### config.mk
export PLATFORM = sky130hd
export DESIGN_NAME = alu_mul_sequencer
export DESIGN_NICKNAME = d
export VERILOG_FILES = /design/src/rtl/alu_mul_sequencer.sv
export SDC_FILE = /design/constraint.sdc
export NUM_CORES = 1
export LEC_CHECK = 0
export ABC_CLOCK_PERIOD_IN_PS = 3730
export CORE_ASPECT_RATIO = 1.4
export CORE_MARGIN = 1.5
export CORE_UTILIZATION = 43
export CTS_CLUSTER_SIZE = 12
export DETAILED_ROUTE_END_ITERATION = 16
export GPL_TIMING_DRIVEN = 0
export PLACE_DENSITY = 0.86
export SLEW_MARGIN = 20
export SYNTH_ARGS = -nofsm -noshare
export SYNTH_HDL_FRONTEND = slang
export SYNTH_SLANG_ARGS = --single-unit
### constraint.sdc
create_clock -name clk -period 3.73 [get_ports clk]
set_input_delay 0.5595 -clock clk [delete_from_list [all_inputs] [get_ports clk]]
set_output_delay 0.5595 -clock clk [all_outputs]
set_load 0.05 [all_outputs]
### src/rtl/alu_mul_sequencer.sv
// Multi-cycle UMUL/UMULcc controller that drives the shared 32-bit ALU through 32 shift-add steps.
// Optional SIGNED_MUL_EN adds the is_signed input and a FIX state that negates the product for SMUL.
module alu_mul_sequencer #(
  parameter logic [5:0] ALU_ADDCC_OP = 6'b010000,
  parameter logic [5:0] ALU_IDLE_OP  = 6'b000000,
  parameter int         STEPS        = 32
) (
  input  logic        clk,
  input  logic        reset,
  input  logic        start,
  input  logic        set_cc,
`ifdef SIGNED_MUL_EN
  input  logic        is_signed,
`endif
  input  logic [31:0] mcand,
  input  logic [31:0] mplier,
  input  logic [31:0] alu_out,
  input  logic        alu_c,
  output logic [5:0]  alu_op,
  output logic [31:0] alu_a,
  output logic [31:0] alu_b,
  output logic        alu_cin,
  output logic        busy,
  output logic        done,
  output logic [31:0] prod_hi,
  output logic [31:0] prod_lo,
  output logic        icc_we,
  output logic        icc_n,
  output logic        icc_z
);

  localparam int CW = $clog2(STEPS);
  localparam logic [CW-1:0] LAST = CW'(STEPS - 1);

`ifdef SIGNED_MUL_EN
  typedef enum logic [1:0] {IDLE, RUN, FIX, DONE} state_t;
`else
  typedef enum logic [1:0] {IDLE, RUN, DONE} state_t;
`endif

  state_t        state;
  logic [CW-1:0] count;
  logic [31:0]   acc_hi;
  logic [31:0]   acc_lo;
  logic [31:0]   mcand_r;
  logic          set_cc_r;
`ifdef SIGNED_MUL_EN
  logic          signed_r;
  logic          neg_r;
`endif

  always_ff @(posedge clk) begin
    if (reset) begin
      state    <= IDLE;
      count    <= '0;
      acc_hi   <= '0;
      acc_lo   <= '0;
      mcand_r  <= '0;
      set_cc_r <= 1'b0;
`ifdef SIGNED_MUL_EN
      signed_r <= 1'b0;
      neg_r    <= 1'b0;
`endif
    end else begin
      case (state)
        IDLE: begin
          if (start) begin
            acc_hi   <= '0;
            count    <= '0;
            set_cc_r <= set_cc;
`ifdef SIGNED_MUL_EN
            signed_r <= is_signed;
            // Signed operands run through the unsigned datapath as magnitudes.
            if (is_signed) begin
              mcand_r <= mcand[31] ? -mcand : mcand;
              acc_lo  <= mplier[31] ? -mplier : mplier;
              neg_r   <= mcand[31] ^ mplier[31];
            end else begin
              mcand_r <= mcand;
              acc_lo  <= mplier;
              neg_r   <= 1'b0;
            end
`else
            mcand_r  <= mcand;
            acc_lo   <= mplier;
`endif
            state    <= RUN;
          end
        end
        RUN: begin
          // The ALU carry becomes bit 31 so the 33-bit partial sum is never truncated.
          acc_hi <= {alu_c, alu_out[31:1]};
          acc_lo <= {alu_out[0], acc_lo[31:1]};
          count  <= count + CW'(1);
          if (count == LAST) begin
`ifdef SIGNED_MUL_EN
            state <= FIX;
`else
            state <= DONE;
`endif
          end
        end
`ifdef SIGNED_MUL_EN
        FIX: begin
          if (signed_r && neg_r) begin
            {acc_hi, acc_lo} <= -{acc_hi, acc_lo};
          end
          state <= DONE;
        end
`endif
        DONE: begin
          state <= IDLE;
        end
        default: begin
          state <= IDLE;
        end
      endcase
    end
  end

  logic run;
  assign run = (state == RUN);

  assign alu_op  = run ? ALU_ADDCC_OP : ALU_IDLE_OP;
  assign alu_a   = run ? acc_hi : '0;
  assign alu_b   = (run && acc_lo[0]) ? mcand_r : '0;
  assign alu_cin = 1'b0;

`ifdef SIGNED_MUL_EN
  assign busy    = run || (state == FIX);
`else
  assign busy    = run;
`endif
  assign done    = (state == DONE);
  assign icc_we  = done && set_cc_r;
  assign prod_hi = acc_hi;
  assign prod_lo = acc_lo;
  assign icc_n   = acc_lo[31];
  assign icc_z   = (acc_lo == 32'd0);

endmodule

==> results.json <==
{
  "outcome": "finished, final reports clean",
  "worstPathMaxFanout": 10,
  "finalHoldWorstSlack_ns": 0.4495,
  "worst_hold_path_type": "reg -> reg",
  "ys_ff_latch": 104,
  "core_sq_um": 10410,
  "place_congestion": 0.8604,
  "dieArea_sq_um": 11400,
  "wl_per_cell_um": 15.47,
  "synth_compound_area_share_pct": 7.842,
  "max_slew_margin_pct": 61.98,
  "synthesis.instances": 596,
  "fin_setup_tns_ns": 0,
  "groute.usage.overall_pct": 26.20,
  "synth_flop_cell": "sky130_fd_sc_hd__dfxtp_1",
  "top_layer_used": "met4",
  "drt.antenna.violating_nets": 0,
  "route.met2.wl_mm": 8.138,
  "tightestPinTransition_ns": 0.5685,
  "cp_num_cells": 7,
  "synth-edff-count": 0,
  "dr.pass1.iters": 5,
  "count_of_different_cell_masters_after_synthesis": 30,
  "grt_start_max_net_pins": 16,
  "unrepaired_setup_endpoints_after_global_routing": "false",
  "area.growth.synth_to_final_pct": 61.03,
  "route.detailed.vias_per_inst": 5.215,
  "max_stage_delay_ns": 0.81,
  "power_density_nw_per_um2": 404.6,
  "part_of_the_cycle_the_worst_path_needs_pct": 82.14,
  "regArea_sq_um": 2082,
  "area_taken_by_multi_input_logic_gates_sq_um": 2160,
  "crit_path_end_kind": "output pin",
  "synth_top_cells_by_count": "sky130_fd_sc_hd__dfxtp_1 (104), sky130_fd_sc_hd__nand2_1 (102), sky130_fd_sc_hd__a21oi_1 (67), sky130_fd_sc_hd__nor2_1 (67)",
  "fillers": 816,
  "asyncSetResetFlopFracSynth_pct": 0,
  "hold_buffers": 0,
  "peakVddDrop_uv": 217.0,
  "post_cts_buffers": 0,
  "drc_errors": 0,
  "total_wire_length_after_detailed_routing_mm": 15.28,
  "holdPathStages": 2,
  "number_of_cells_after_detailed_placement": 972,
  "grt_pass1_wl_mm": 24.30,
  "clk_transition_reported_paths_ns": 0.06,
  "design.final.nets": 948,
  "top_level_port_count": 241,
  "synth_most_common_cell": "sky130_fd_sc_hd__dfxtp_1",
  "row_count": 44,
  "finalCriticalPeriod_ns": 3.064,
  "portBuffers": 233,
  "die_width_um": 90.67,
  "drive_gt1_share_pct": 7.765,
  "synth_top_family_by_area": "simple AND/OR/NAND/NOR gates",
  "arithmetic_cell_share_of_the_synthesized_area_counting_full_adders_half_adders_and_majority_gates_pct": 0.5408,
  "fmax_ghz": 0.3264,
  "cts_tree": "built",
  "effective_utilization_at_floorplan_pct": 44.47,
  "rr_worst_depth": 4,
  "report.final.slew_viol_count": 0,
  "crit_family": "buffers and inverters",
  "synth.yosys.seq_area_share_pct": 45.00,
  "slowest_stage": "sky130_fd_sc_hd__clkdlybuf4s50_1",
  "arrival_ns": 2.50,
  "dp_hpwl_mm": 11.99,
  "timing.critical_path.from_type": "flop",
  "worst-endpoint-required_ns": 3.17,
  "number_of_sinks_driven_by_the_clock_tree": 104,
  "mappedNetlistArea_sq_um": 4627,
  "syn-mean-instance-area_sq_um": 7.763,
  "clock-root-buffer": "sky130_fd_sc_hd__clkbuf_16",
  "htree_num_levels": 3,
  "routed-via-count": 5152,
  "criticalPathCategory": "reg -> out",
  "skew_ns": 0.003588,
  "worstSkewPairLatency_ns": 0.34,
  "floorplan.die.height_um": 125.7,
  "bufs_and_invs_on_worst_path": 5,
  "detailed_routing_wirelength_on_met1_mm": 5.719,
  "grt_pass1_vias": 5082,
  "cts_max_path_buffers": 2,
  "post_cts.resized_instances": 0,
  "worst_path_most_repeated_cell": "sky130_fd_sc_hd__buf_6",
  "synth_largest_type_area_fraction_pct": 45.00,
  "antenna_violations_before_repair": 0,
  "drt_iter0_drc": 139,
  "grt_remaining_overflow": 0,
  "p_leak_uw": 0.002948,
  "yosys-top-cells-area": "sky130_fd_sc_hd__dfxtp_1 (45%), sky130_fd_sc_hd__nand2_1 (8.3%), sky130_fd_sc_hd__a21oi_1 (7.2%)",
  "post_synthesis_mux_area_share_pct": 0.2163,
  "finish.cell_count_without_fillers": 988,
  "cts_buffers": 9,
  "synth_simple_gate_area_share_pct": 37.59,
  "final-hold-violation-count": 0,
  "synthesis.yosys.warnings": 0,
  "crit_chain": "nand2b_1 > buf_6 > inv_6 > buf_6 > clkbuf_2 > and2_1 > clkdlybuf4s50_1",
  "antenna_cells_inserted": 0,
  "timing.final.setup_violations": 0,
  "synthDominantAreaCellType": "sky130_fd_sc_hd__dfxtp_1",
  "met3RoutedLength_um": 889,
  "max-cap-violations": 0,
  "post-route-util_pct": 71.61,
  "post_synth_xor_area_fraction_pct": 0
}
-- power by group --
group          internal [uW]  leakage (uW)  total [uW]  switching (uW)
combinational            325       0.00194         820             496
clock                    555      0.000150         936             381
sequential              1190      0.000855        1260            68.8
total                   2070       0.00295        3010             945
-- layout by cell type, fill, tap and decap left out, types with 2 or more instances in the layout --
cell / instances
sky130_fd_sc_hd__clkdlybuf4s50_1: 233
sky130_fd_sc_hd__dfxtp_1: 104
sky130_fd_sc_hd__nand2_1: 102
sky130_fd_sc_hd__nor2_1: 67
sky130_fd_sc_hd__a21oi_1: 67
sky130_fd_sc_hd__nor4_1: 36
sky130_fd_sc_hd__nand3_1: 36
sky130_fd_sc_hd__and3_1: 33
sky130_fd_sc_hd__and2_1: 33
sky130_fd_sc_hd__nor3_1: 32
sky130_fd_sc_hd__clkbuf_1: 19
sky130_fd_sc_hd__buf_4: 18
sky130_fd_sc_hd__buf_2: 16
sky130_fd_sc_hd__buf_6: 9
sky130_fd_sc_hd__clkbuf_16: 9
sky130_fd_sc_hd__conb_1: 6
sky130_fd_sc_hd__nor4_2: 4
sky130_fd_sc_hd__clkbuf_2: 3
sky130_fd_sc_hd__nand4_1: 2
sky130_fd_sc_hd__nand3b_1: 2
sky130_fd_sc_hd__a31oi_1: 2
sky130_fd_sc_hd__ha_1: 2
sky130_fd_sc_hd__clkbuf_8: 2
sky130_fd_sc_hd__clkinv_2: 2
-- worst reg2reg max path: cells and delay by family, from the launching register on --
| family | cells | cell delay [ns] |
|---|---|---|
| AND/OR/NAND/NOR | 3 | 0.59 |
| buffers and inverters | 1 | 0.39 |
| flip-flops | 1 | 0.37 |
-- registers in the layout, indices dropped and copies added (netlist names) --
| signal | cells |
|---|---|
| count | 5 |
| prod_hi | 32 |
| mcand_r | 32 |
| state | 2 |
| set_cc_r | 1 |
| prod_lo | 32 |
-- layout make-up --
type | count | area share, %
Multi-Input combinational cell | 433 | 28.98
Timing Repair Buffer | 233 | 31.30
Buffer | 63 | 5.306
Inverter | 1 | 0.1175
Tap cell | 138 | 2.317
Sequential cell | 104 | 27.94
Clock inverter | 3 | 0.5374
Clock buffer | 13 | 3.493
-- per-stage QoR --
step	instance area, sq um	worst slack (ns)	total power, uW
after global routing	7451	0.5387	3132
after floorplan	4646	1.582	1776
after detailed placement	7151	0.9942	2101
final	7451	0.6662	3014
after global placement	7151	1.064	2082
after CTS	7451	0.6230	3032
-- layer usage --
metal  vias up  track usage (%)
li1       2516                -
met1      2387            28.58
met2       210            48.30
met3        39            4.348
met4         0            13.07
met5         -                0
-- final timing paths --
path,from,to,slack (ns)
hold reg to reg,mcand_r[7],mcand_r[7],0.45
setup / recovery,state[0],alu_a[7],0.67
setup reg to reg,state[0],prod_lo[8],2.29
hold / removal,mcand_r[7],mcand_r[7],0.45
-- kinds of logic after synthesis --
| logic type | after synthesis |
|---|---|
| compound gates | 71 |
| fa+ha+maj | 2 |
| buf+inv | 64 |
| flops | 104 |
| mux | 1 |
| other cells | 1 |
| simple gates | 353 |
Power figures use the tool's default switching activity.
